==> src/rtl/ttrng_pkg.sv <==
// Shared types and constants for the ttrng byte reader.
package ttrng_pkg;

  localparam int BYTE_W = 8;
  localparam int OVR_W  = 4;
  localparam int BCNT_W = $clog2(BYTE_W);

  // COLLECT assembles bytes; FAIL is terminal until reset.
  typedef enum logic {
    COLLECT = 1'b0,
    FAIL    = 1'b1
  } state_e;

endpackage

==> src/rtl/ttrng_vn_debias.sv <==
// Optional von Neumann debiaser between the sample tick and the byte packer.
// Build macro TTRNG_VN_DEBIAS_EN: when defined, accepted bits come from pairs of
// consecutive tick samples (01->0, 10->1, 00/11 dropped); when undefined the
// block is a pure pass-through and has no state.
module ttrng_vn_debias (
`ifdef TTRNG_VN_DEBIAS_EN
  input  logic clk,
  input  logic rst_n,
  input  logic clr_i,
`endif
  input  logic tick_i,
  input  logic sample_i,
  output logic bit_valid_o,
  output logic bit_o
);

`ifdef TTRNG_VN_DEBIAS_EN
  logic have_q, have_d;
  logic first_q, first_d;

  // Pair tracking: hold the first sample of a pair, emit on the second if they differ.
  always_comb begin
    // NOTE: every signal written here gets a default first, so no path leaves
    // it unassigned and no latch is inferred.
    have_d      = have_q;
    first_d     = first_q;
    bit_valid_o = 1'b0;
    bit_o       = first_q;
    if (clr_i) begin
      have_d = 1'b0;
    end else if (tick_i) begin
      if (!have_q) begin
        have_d  = 1'b1;
        first_d = sample_i;
      end else begin
        have_d      = 1'b0;
        bit_valid_o = first_q ^ sample_i;
      end
    end
  end

  // Pair register.
  always_ff @(posedge clk or negedge rst_n) begin
    if (!rst_n) begin
      have_q  <= 1'b0;
      first_q <= 1'b0;
    end else begin
      have_q  <= have_d;
      first_q <= first_d;
    end
  end
`else
  // Pass-through: every tick sample is an accepted bit.
  always_comb begin
    bit_valid_o = tick_i;
    bit_o       = sample_i;
  end
`endif

endmodule

==> src/rtl/ttrng_byte_reader.sv <==
// Consumer side of the ttrng entropy path: synchronises the raw ring-oscillator
// bit, samples it every SAMPLE_DIV cycles, runs a repetition-count health test
// and packs accepted bits MSB-first into bytes offered on a valid/ack handshake.
// Build macro TTRNG_VN_DEBIAS_EN enables von Neumann debiasing of the samples.
module ttrng_byte_reader
  import ttrng_pkg::*;
#(
  parameter int SAMPLE_DIV = 4,
  parameter int REP_LIMIT  = 32
) (
  input  logic              clk,
  input  logic              rst_n,
  input  logic              ena,
  input  logic              raw_bit,
  input  logic              ack,
  output logic [BYTE_W-1:0] number,
  output logic              valid,
  output logic              health_fail,
  output logic [OVR_W-1:0]  overrun_cnt
);

  localparam int              CNT_W   = (SAMPLE_DIV > 1) ? $clog2(SAMPLE_DIV) : 1;
  localparam logic [CNT_W-1:0] CNT_MAX = CNT_W'(SAMPLE_DIV - 1);
  localparam logic [7:0]      REP_MAX = 8'(REP_LIMIT);
  localparam logic [BCNT_W-1:0] LAST_BIT = BCNT_W'(BYTE_W - 1);

  logic sync1_q, sync2_q;
  logic [CNT_W-1:0] cnt_q, cnt_d;
  logic [7:0] rep_q, rep_d, rep_nxt;
  logic prev_q, prev_d;
  logic [BYTE_W-2:0] shift_q, shift_d;
  logic [BCNT_W-1:0] bcnt_q, bcnt_d;
  logic [BYTE_W-1:0] number_q, number_d;
  logic valid_q, valid_d;
  logic health_fail_q, health_fail_d;
  logic [OVR_W-1:0] ovr_q, ovr_d;
  state_e state_q, state_d;

  logic sample, tick, trip, collecting;
  logic acc_valid, acc_bit;

  assign sample = sync2_q;

  // Two-flop synchroniser for the asynchronous raw bit; free-running regardless of ena.
  always_ff @(posedge clk or negedge rst_n) begin
    // NOTE: clocked state uses non-blocking assignments only, so every flop
    // sees pre-edge values and sync2 really lags sync1 by one cycle.
    if (!rst_n) begin
      sync1_q <= 1'b0;
      sync2_q <= 1'b0;
    end else begin
      sync1_q <= raw_bit;
      sync2_q <= sync1_q;
    end
  end

  // Sample tick: the counter only advances while enabled, so no tick when ena is low.
  assign tick = ena && (cnt_q == CNT_MAX);

  // Tick counter and repetition-count health test next state.
  always_comb begin
    cnt_d = cnt_q;
    if (ena) cnt_d = tick ? '0 : cnt_q + 1'b1;

    if (sample != prev_q)  rep_nxt = 8'd1;
    else if (rep_q != '1)  rep_nxt = rep_q + 8'd1;
    else                   rep_nxt = rep_q;

    rep_d  = tick ? rep_nxt : rep_q;
    prev_d = tick ? sample : prev_q;
    trip   = tick && (rep_nxt == REP_MAX);
  end

  // FSM next state: a health trip is the only way out of COLLECT.
  always_comb begin
    state_d = state_q;
    if (state_q == COLLECT && trip) state_d = FAIL;
  end

  // Bits arriving on the tripping tick are already discarded.
  assign collecting = (state_q == COLLECT) && !trip;

`ifdef TTRNG_VN_DEBIAS_EN
  logic clr_pair;
  assign clr_pair = !collecting;
`endif

  ttrng_vn_debias u_debias (
`ifdef TTRNG_VN_DEBIAS_EN
    .clk         (clk),
    .rst_n       (rst_n),
    .clr_i       (clr_pair),
`endif
    .tick_i      (tick),
    .sample_i    (sample),
    .bit_valid_o (acc_valid),
    .bit_o       (acc_bit)
  );

  // Shift register, byte load, handshake and overrun accounting.
  always_comb begin
    shift_d       = shift_q;
    bcnt_d        = bcnt_q;
    number_d      = number_q;
    valid_d       = valid_q && !ack;
    ovr_d         = ovr_q;
    health_fail_d = health_fail_q || trip;

    if (!collecting) begin
      shift_d = '0;
      bcnt_d  = '0;
    end else if (acc_valid) begin
      shift_d = {shift_q[BYTE_W-3:0], acc_bit};
      if (bcnt_q == LAST_BIT) begin
        bcnt_d = '0;
        // A byte loads if the slot is free or being consumed at this edge.
        if (!valid_q || ack) begin
          number_d = {shift_q, acc_bit};
          valid_d  = 1'b1;
        end else if (ovr_q != '1) begin
          ovr_d = ovr_q + 1'b1;
        end
      end else begin
        bcnt_d = bcnt_q + 1'b1;
      end
    end
  end

  // State registers.
  always_ff @(posedge clk or negedge rst_n) begin
    // NOTE: every register, datapath included, is reset so a reset mid-byte
    // leaves no stale partial byte or counter behind.
    if (!rst_n) begin
      cnt_q         <= '0;
      rep_q         <= '0;
      prev_q        <= 1'b0;
      shift_q       <= '0;
      bcnt_q        <= '0;
      number_q      <= '0;
      valid_q       <= 1'b0;
      health_fail_q <= 1'b0;
      ovr_q         <= '0;
      state_q       <= COLLECT;
    end else begin
      cnt_q         <= cnt_d;
      rep_q         <= rep_d;
      prev_q        <= prev_d;
      shift_q       <= shift_d;
      bcnt_q        <= bcnt_d;
      number_q      <= number_d;
      valid_q       <= valid_d;
      health_fail_q <= health_fail_d;
      ovr_q         <= ovr_d;
      state_q       <= state_d;
    end
  end

  assign number      = number_q;
  assign valid       = valid_q;
  assign health_fail = health_fail_q;
  assign overrun_cnt = ovr_q;

endmodule

==> config.mk <==
export PLATFORM = sky130hd
export DESIGN_NAME = ttrng_byte_reader
export DESIGN_NICKNAME = d
export VERILOG_FILES = /design/src/rtl/ttrng_pkg.sv /design/src/rtl/ttrng_vn_debias.sv /design/src/rtl/ttrng_byte_reader.sv
export SDC_FILE = /design/constraint.sdc
export NUM_CORES = 1
export LEC_CHECK = 0
export ABC_CLOCK_PERIOD_IN_PS = 6500
export CAP_MARGIN = 20
export CORE_MARGIN = 4
export CORE_UTILIZATION = 61
export CTS_BUF_LIST = sky130_fd_sc_hd__clkbuf_8
export DETAILED_ROUTE_END_ITERATION = 8
export GPL_ROUTABILITY_DRIVEN = 0
export PLACE_DENSITY = 0.92
export SLEW_MARGIN = 40
export SYNTH_ARGS = -nofsm -noshare
export SYNTH_HDL_FRONTEND = slang
export SYNTH_SLANG_ARGS = --single-unit
==> constraint.sdc <==
create_clock -name clk -period 6.5 [get_ports clk]
set_input_delay 0.65 -clock clk [delete_from_list [all_inputs] [get_ports clk]]
set_output_delay 0.65 -clock clk [all_outputs]
set_load 0.05 [all_outputs]
==> flow_metrics.env <==
export IMPL_global_route_usage_total=0.231
export IMPL_worst_slack_ns=3.61
export IMPL_portBuffers=18
export IMPL_worst_ep_arrival_time_ns=3.06
export IMPL_ioPinCount=19
export IMPL_postSynthNetCount=176
export IMPL_min_period_ns=2.89
export IMPL_largest_net_degree_at_the_start_of_global_routing=39
export IMPL_routed_wirelength_um=3660
export IMPL_insertedDiodeCount=0
export IMPL_start_util=0.641
export IMPL_timing_critical_path_slowest_stage_cell="and2_1"
export IMPL_timing_clock_skew_ns=0.00342
export IMPL_crit_path_max_fanout=20
export IMPL_cell_area_after_synthesis_sq_um=1780
export IMPL_synth_sequential_area_ratio=0.533
export IMPL_r2r_start="rep_q[0]$_DFFE_PN0P_"
export IMPL_cts_resized=0
export IMPL_setup_viol=0
export IMPL_leak_pwr_nw=0.945
export IMPL_path_buf_inv=1
export IMPL_report_final_slew_viol_count=0
export IMPL_synth_top_area_frac=0.533
export IMPL_synth_largest_area_cell="dfrtp_1"
export IMPL_clk_insertion_delay_late_ns=0.28
export IMPL_detailed_place_hpwl_um=2620
export IMPL_finalHoldViolCount=0
export IMPL_dieArea_sq_um=3850
export IMPL_worst_ep_required_time_ns=6.67
export IMPL_grt_overflow=0
export IMPL_die_height_um=62.1
export IMPL_synth_cell_types=39
export IMPL_design_core_area_sq_um=2780
export IMPL_grt_first_pass_wirelength_um=6400
export IMPL_numClockSinks=38
export IMPL_final_net_count=195
export IMPL_fin_crit_sh=0.445
export IMPL_power_per_cell_area_nw_per_um2=329
export IMPL_syn_area_per_cell_sq_um=10.7
export IMPL_synth_edf_count=0
export IMPL_holdCritPathClass="reg2reg"
export IMPL_synth_warnings=0
export IMPL_power_total_mw=0.677
export IMPL_postSynthRegisterBits=38
export IMPL_max_slew_headroom_at_the_worst_pin=0.557
export IMPL_number_of_antenna_violations_at_the_first_check_in_global_routing=0
export IMPL_final_util=0.740
export IMPL_rrSetupSlack_ns=3.67
export IMPL_worstSetupEndpointType="register"
export IMPL_number_of_drc_markers_after_the_initial_detailed_route_iteration=245
export IMPL_drc=0
export IMPL_kind_of_cell_adding_the_most_delay_to_the_critical_path="simple AND/OR/NAND/NOR gates"
export IMPL_final_layout_size_suffix_gt1_frac=0.134
export IMPL_hold_path_depth=0
export IMPL_hold_end="sample$_DFF_PN0_"
export IMPL_fill_cells=174
export IMPL_run_status="complete, no violations"
export IMPL_fp_row_count=19
export IMPL_cts_tree="built"
export IMPL_timing_reg2reg_worst_path_depth=7
export IMPL_start_point_of_the_worst_min_delay_path="sync1_q$_DFF_PN0_"
export IMPL_r2r_end="number[6]$_DFFE_PN0P_"
export IMPL_first_global_vias=1340
export IMPL_syn2layout_area_growth_pct=15.3
export IMPL_async_reset_ff_frac=1.00
export IMPL_slowest_delay_ns=0.59
export IMPL_timing_fmax_mhz=346
export IMPL_ys_dominant_reg_cell="dfrtp_1"
export IMPL_synthesized_netlist_cell_count=166
export IMPL_crit_path_cell_trace="clkdlybuf4s50_1 -> and2_1 -> nand2_1 -> nor4b_4 -> mux2_2"
export IMPL_worst_pin_slew_ns=0.664
export IMPL_post_cts_hold_buffer_count=0
export IMPL_die_width_um=62.1
export IMPL_clock_tree_htree_level_count=2
export IMPL_rsz_0062_raised_after_global_routing="false"
export IMPL_setup_buffers_after_cts=0
export IMPL_numCtsBuffers=5
export IMPL_synth_top_cells_by_area="dfrtp_1, mux2_2, nand2_1, a21oi_1, ha_1"
export IMPL_avgRoutedWirePerCell_um=16.9
export IMPL_fin_setup_tns_ns=0
export IMPL_drt_first_pass_iters=6
export IMPL_clock_tree_root_cell="clkbuf_8"
export IMPL_worst_setup_path_start_kind="input port"
export IMPL_post_drt_via_cell_ratio=6.23
export IMPL_max_cap_violations=0
export IMPL_clock_path_buffers=2
export IMPL_vias_post_dr=1351
export IMPL_preCtsSetupSlack_ns=3.32
export IMPL_ant_nets=0
export IMPL_critPathKind="in2reg"
export IMPL_vdd_ir_drop_max_mv=0.323
export IMPL_cts_clk_slew_worst_paths_ns=0.07
[worst max path at each step]
stage                    startpoint  slack (ns)  depth (start not counted)                    end
2_1_floorplan  rep_q[0]$_DFFE_PN0P_        4.07                          7  number[0]$_DFFE_PN0P_
3_3_place_gp                    ena        3.46                          5  number[0]$_DFFE_PN0P_
3_5_place_dp                    ena        3.32                          5  number[6]$_DFFE_PN0P_
4_1_cts                         ena        3.62                          5  number[6]$_DFFE_PN0P_
5_1_grt        rep_q[0]$_DFFE_PN0P_        3.49                          7  number[6]$_DFFE_PN0P_
6_report                        ena        3.61                          5  number[6]$_DFFE_PN0P_
[registers in the layout (all words and copies together), names as in the netlist]
register	count
number	8
rep_q	8
shift_q	7
overrun_cnt	4
bcnt_q	3
cnt_q	2
health_fail	1
prev_q	1
sample	1
state_q	1
sync1_q	1
valid	1
[power by group]
part	switching (mW)	internal, mW	leakage (nW)	total (mW)
combinational	0.105	0.0707	0.385	0.176
sequential	0.0515	0.289	0.507	0.341
clock	0.0768	0.0839	0.0524	0.161
[cells by family after synthesis]
| kind of cell | synth area share |
|---|---|
| AND/OR/NAND/NOR | 0.185 |
| flip-flops | 0.533 |
| AO/OA/AOI/OAI | 0.121 |
| multiplexers | 0.0687 |
| buffers and inverters | 0.0273 |
| XOR/XNOR | 0.0295 |
| adder cells (fa/ha/maj) | 0.0351 |
[routing by layer]
| metal | track usage | vias to the layer above | part of all wire |
|---|---|---|---|
| met5 | 0 | - | 0 |
| li1 | - | 631 | - |
| met1 | 0.296 | 663 | 0.41 |
| met2 | 0.383 | 49 | 0.53 |
| met3 | 0.0620 | 8 | 0.042 |
| met4 | 0.0697 | 0 | 0.011 |
[synthesized netlist by cell type (2+ instances only)]
cell type and n:
mux2_2 10, a21oi_1 16, o21ai_0 10, nand2b_1 4, dfrtp_1 38, or2_2 2, a31oi_1 2, ha_1 5
nand4_1 2, buf_4 2, xor2_1 5, nand3_1 4, nor2_1 8, clkbuf_1 3, nor4_1 3, nand2_1 29
[stage by stage]
| stage | instance area, sq um | hold WS, ns | cells |
|---|---|---|---|
| finish | 2060 | 0.355 | 217 |
| global route | 2060 | 0.369 | 217 |
| CTS | 2060 | 0.356 | 217 |
| detailed placement | 1970 | 0.340 | 209 |
| global placement | 1970 | 0.336 | 209 |
| floorplan | 1780 | 0.331 | 166 |
[cells in the final DEF (no fill, tap or decap), types with 2 or more instances in the layout]
master           instances
nand4_1                  2
o21ai_0                 10
nand3_1                  4
mux2_2                  10
nand2_1                 29
nor2_1                   8
dfrtp_1                 38
nand2b_1                 4
a21oi_1                 16
clkbuf_8                 6
inv_1                    2
ha_1                     5
nor4_1                   3
xor2_1                   5
a31oi_1                  2
clkdlybuf4s50_1         18
or2_2                    2
[final cells by class]
type                            count  area, sq um  area share
Sequential cell                    38          951       0.462
Multi-Input combinational cell    120          785       0.381
Timing Repair Buffer               19          188      0.0912
Clock buffer                        6         82.6      0.0401
Tap cell                           31         38.8      0.0189
Clock inverter                      2         8.76     0.00426
Inverter                            1         3.75     0.00182
No activity file was read; power rests on OpenSTA's default activity.
